**src/rtl/period_meter.sv**
```systemverilog
// rtl/period_meter.sv - measures period and high time of a slow signal in system-clock cycles
module period_meter #(
  parameter int unsigned      WIDTH   = 28,
  parameter logic [WIDTH-1:0] TIMEOUT = 28'd200000000
) (
  input  logic             clock_in,
  input  logic             reset,
  input  logic             signal_in,
  output logic [WIDTH-1:0] period_out,
  output logic [WIDTH-1:0] high_out,
  output logic             valid,
  output logic             timeout
);

  localparam logic [WIDTH-1:0] CNT_ONE = WIDTH'(1);

  typedef enum logic {
    ST_IDLE    = 1'b0,
    ST_MEASURE = 1'b1
  } state_t;

  state_t           state;
  state_t           state_next;

  logic             s1;
  logic             s2;
  logic             s3;
  logic             rise;
  logic             fall;

  logic [WIDTH-1:0] cnt;
  logic [WIDTH-1:0] high_lat;

  logic             cnt_start;
  logic             cnt_step;
  logic             cnt_clear;
  logic             capture;
  logic             latch_high;
  logic             to_set;
  logic             to_clr;

  // Two-flop synchronizer followed by an edge register for edge detection
  always_ff @(posedge clock_in) begin
    if (reset) begin
      s1 <= 1'b0;
      s2 <= 1'b0;
      s3 <= 1'b0;
    end else begin
      s1 <= signal_in;
      s2 <= s1;
      s3 <= s2;
    end
  end

  assign rise = s2 & ~s3;
  assign fall = ~s2 & s3;

  // State register
  always_ff @(posedge clock_in) begin
    if (reset) begin
      state <= ST_IDLE;
    end else begin
      state <= state_next;
    end
  end

  // Next state: arm on the first rise, fall back to idle when edges stop
  always_comb begin
    state_next = state;
    case (state)
      ST_IDLE: begin
        if (rise) begin
          state_next = ST_MEASURE;
        end
      end
      ST_MEASURE: begin
        if (!rise && (cnt == TIMEOUT)) begin
          state_next = ST_IDLE;
        end
      end
      default: state_next = ST_IDLE;
    endcase
  end

  // Datapath controls decoded from the current state and detected edges
  always_comb begin
    cnt_start  = 1'b0;
    cnt_step   = 1'b0;
    cnt_clear  = 1'b0;
    capture    = 1'b0;
    latch_high = 1'b0;
    to_set     = 1'b0;
    to_clr     = 1'b0;
    case (state)
      ST_IDLE: begin
        // No reference edge yet: counter parked at zero, falls ignored
        if (rise) begin
          cnt_start = 1'b1;
          to_clr    = 1'b1;
        end else begin
          cnt_clear = 1'b1;
        end
      end
      ST_MEASURE: begin
        if (rise) begin
          capture   = 1'b1;
          cnt_start = 1'b1;
        end else begin
          latch_high = fall;
          if (cnt == TIMEOUT) begin
            to_set    = 1'b1;
            cnt_clear = 1'b1;
          end else begin
            cnt_step = 1'b1;
          end
        end
      end
      default: cnt_clear = 1'b1;
    endcase
  end

  // Counter, high-time latch, result registers and status flags
  always_ff @(posedge clock_in) begin
    if (reset) begin
      cnt        <= '0;
      high_lat   <= '0;
      period_out <= '0;
      high_out   <= '0;
      valid      <= 1'b0;
      timeout    <= 1'b0;
    end else begin
      valid <= capture;
      if (capture) begin
        period_out <= cnt;
        high_out   <= high_lat;
      end
      if (latch_high) begin
        high_lat <= cnt;
      end
      if (cnt_start) begin
        cnt <= CNT_ONE;
      end else if (cnt_clear) begin
        cnt <= '0;
      end else if (cnt_step) begin
        cnt <= cnt + CNT_ONE;
      end
      if (to_clr) begin
        timeout <= 1'b0;
      end else if (to_set) begin
        timeout <= 1'b1;
      end
    end
  end

endmodule
```
**config.mk**
```make
export PLATFORM = sky130hd
export DESIGN_NAME = period_meter
export DESIGN_NICKNAME = d
export VERILOG_FILES = /design/src/rtl/period_meter.sv
export SDC_FILE = /design/constraint.sdc
export NUM_CORES = 1
export LEC_CHECK = 0
export ABC_AREA = 1
export CAP_MARGIN = 20
export CORE_ASPECT_RATIO = 2
export CORE_UTILIZATION = 57
export CTS_CLUSTER_SIZE = 40
export DETAILED_ROUTE_END_ITERATION = 16
export GPL_TIMING_DRIVEN = 0
export PLACE_DENSITY = 0.82
export SLEW_MARGIN = 20
export SYNTH_ARGS = -nofsm -noshare
export SYNTH_HDL_FRONTEND = slang
export SYNTH_SLANG_ARGS = --single-unit
```
**constraint.sdc**
```tcl
create_clock -name clock_in -period 2.6 [get_ports clock_in]
set_input_delay 0.52 -clock clock_in [delete_from_list [all_inputs] [get_ports clock_in]]
set_output_delay 0.52 -clock clock_in [all_outputs]
set_load 0.03 [all_outputs]
```
==> out/results.ini <==
[grt]
met1_usage_pct = 33.4
grt_pass1_vias = 4332
grt_pass1_wl_mm = 20.4
antenna_found_initial = 0
grt_overflow = 0
grtUsageMet3_pct = 7.55
grt_max_degree = 17
met2_usage_pct = 52.4
busiest_layer = met2
grtUsageTotal_pct = 31.0

[critical_path]
crit_path_max_incr_delay_ns = 0.68
required_ns = 2.08
critPathTopFamily = buffers and inverters
path_class = reg -> out
crit_path_max_fanout = 2
slowest_stage = clkdlybuf4s50_1
path_buf_inv = 1
cp-start-kind = register
cp.arrival_ns = 1.46
end_kind = output pin
worstPathCellList = clkdlybuf4s50_1

[timing]
setup_viol = 0
whs_ns = 0.410
drv_slew = 0
setup_tns_ns = 0
clock.fmax_mhz = 505
relSlewSlack_pct = 59.4
final.min_clock_period_ns = 1.98
min_period_over_period_pct = 76.1
rsz0062_at_grt = no
tightest_slew_ns = 0.609
skew_ns = 0.00692
finalHoldViolCount = 0

[power]
vdd_ir_drop_max_mv = 0.496
powerDensity_mw_per_mm2 = 691
leakagePower_nw = 2.09

[drt]
dr.pass1.iters = 6
routedWlPerCell_um = 15.2
drt_iter0_drc = 280
routed_wl_mm = 12.4
drtAntennaViolNets = 0
via_per_inst = 5.50
drc_errors = 0
num_vias = 4488

[synthesis]
synthMostInstantiatedCell = nand2_1
ys_types = 26
ys_top_cells_by_area = dfxtp_1 50%, nand2_1 10%, a21oi_1 9.2%
synth_area_mm2 = 0.00476
ys_seq_area_share_pct = 49.6
ys_seq_elements = 118
synth_nets = 634
avgSynthCellArea_um2 = 7.57
async_flop_share_pct = 0
netlist.area_leader.share_pct = 49.6
netlist_instances = 629
synth_edf_count = 0
synth_common_cells = 129 x nand2_1, 118 x dfxtp_1, 88 x a21oi_1
synth-warning-count = 0
synth_ff_type = dfxtp_1
yosysTopAreaCell = dfxtp_1

[placement]
hpwl_mm = 8.91
placed_cell_area_mm2 = 0.00548
gp_congestion = 0.902
portBuffers = 59

[clock_tree]
clk_latency_ns = 0.42
clkTransAtPathRegs_ns = 0.05
clock_path_buffers = 2
cts_tree = built
cts_resized = 0
clock_sinks = 118
cts_hold_buf = 0
cts_setup_buffers = 0
cts_root_buf = clkbuf_16
cts_inserted_buffers = 17
cts_max_level = 4

[layout]
drive_gt1_share_pct = 9.86
multiInputGateArea_mm2 = 0.00204
antennaDiodeCount = 0
syn2layout_area_growth_pct = 27.1
final_area_mm2 = 0.00605
num-fill-cells = 636
postLayoutCoreUtil_pct = 75.7
finalNetCount = 712
regArea_mm2 = 0.00236

[status]
status = finished, final reports clean

[floorplanning]
dieArea_mm2 = 0.00875
start_util_pct = 59.6
fp.coreArea_mm2 = 0.00800
die_height_um = 131
die_w_um = 66.7
rows = 46
ios = 61

[run]
cap_viol_max_count = 0

[hold_path]
holdCritPathClass = in -> reg

==> worst reg2reg max path, cell delays in order, from the launching register on <==
cell and delay [ns]:
dfxtp_1 0.30, buf_2 0.22, nand3_1 0.24, inv_1 0.23, clkbuf_1 0.34, o21ai_0 0.15
a21oi_1 0.14
==> final timing paths <==
path,from,endpoint,slack (ns),cells after the start
worst min register to register,s1,s2,0.41,2
worst min-delay path,reset,high_out[20],0.41,2
worst max register to register,state,high_lat[24],0.92,6
worst max-delay path,period_out[21],period_out[21],0.62,1
==> area by class of cell <==
| type | instances | area share [%] |
|---|---|---|
| inverter | 49 | 3.04 |
| timing repair buffer | 59 | 9.75 |
| buffer | 38 | 2.93 |
| tap | 96 | 1.98 |
| clock buffer | 24 | 7.96 |
| sequential | 118 | 39.0 |
| multi-input combinational | 424 | 33.7 |
| clock inverter | 8 | 1.61 |
==> logic make-up after synthesis <==
| group | synth area share, % |
|---|---|
| AOI/OAI and AO/OA | 12.6 |
| adders and majority gates | 0.525 |
| xor gates and xnor gates | 1.10 |
| buffers and inverters | 7.59 |
| and+or+nand+nor | 28.6 |
| DFF | 49.6 |
==> stage by stage <==
step                power (mW)  instances  setup WS, ns
floorplan                 1.92        629          1.17
global placement          1.95        784         0.834
detailed placement        1.95        784         0.757
CTS                       4.20        816         0.626
global route              4.30        816         0.587
finish                    4.19        816         0.620
==> sequential cells by signal (all words and copies together), names as in the netlist <==
name / count
cnt: 28
high_lat: 28
high_out: 28
period_out: 28
s1: 1
s2: 1
s3: 1
state: 1
timeout: 1
valid: 1
==> where the power goes <==
part	internal, mW	switching, mW
clock network	1.48	0.792
registers	1.82	0.00392
logic	0.0212	0.0724
==> routing by layer <==
metal	part of all wire, %	vias up
li1	-	2206
met1	37	2041
met2	53	186
met3	5.6	55
met4	4.4	0
met5	0	-
==> cells in the final DEF (no fill, tap or decap), types with 3 or more instances in the layout <==
| cell | n |
|---|---|
| buf_2 | 13 |
| nand4_1 | 10 |
| clkinv_2 | 3 |
| nand3_1 | 73 |
| nor3_1 | 7 |
| clkinvlp_4 | 3 |
| clkdlybuf4s50_1 | 59 |
| dfxtp_1 | 118 |
| buf_1 | 7 |
| clkbuf_16 | 17 |
| o21ai_0 | 30 |
| clkbuf_1 | 20 |
| clkbuf_8 | 3 |
| inv_1 | 47 |
| nor2_1 | 52 |
| a21oi_1 | 88 |
| nor2_2 | 12 |
| xor2_1 | 5 |
| nand2_1 | 129 |
| nand2_2 | 4 |
| nor2_4 | 5 |
No activity file was read; power rests on OpenSTA's default activity.
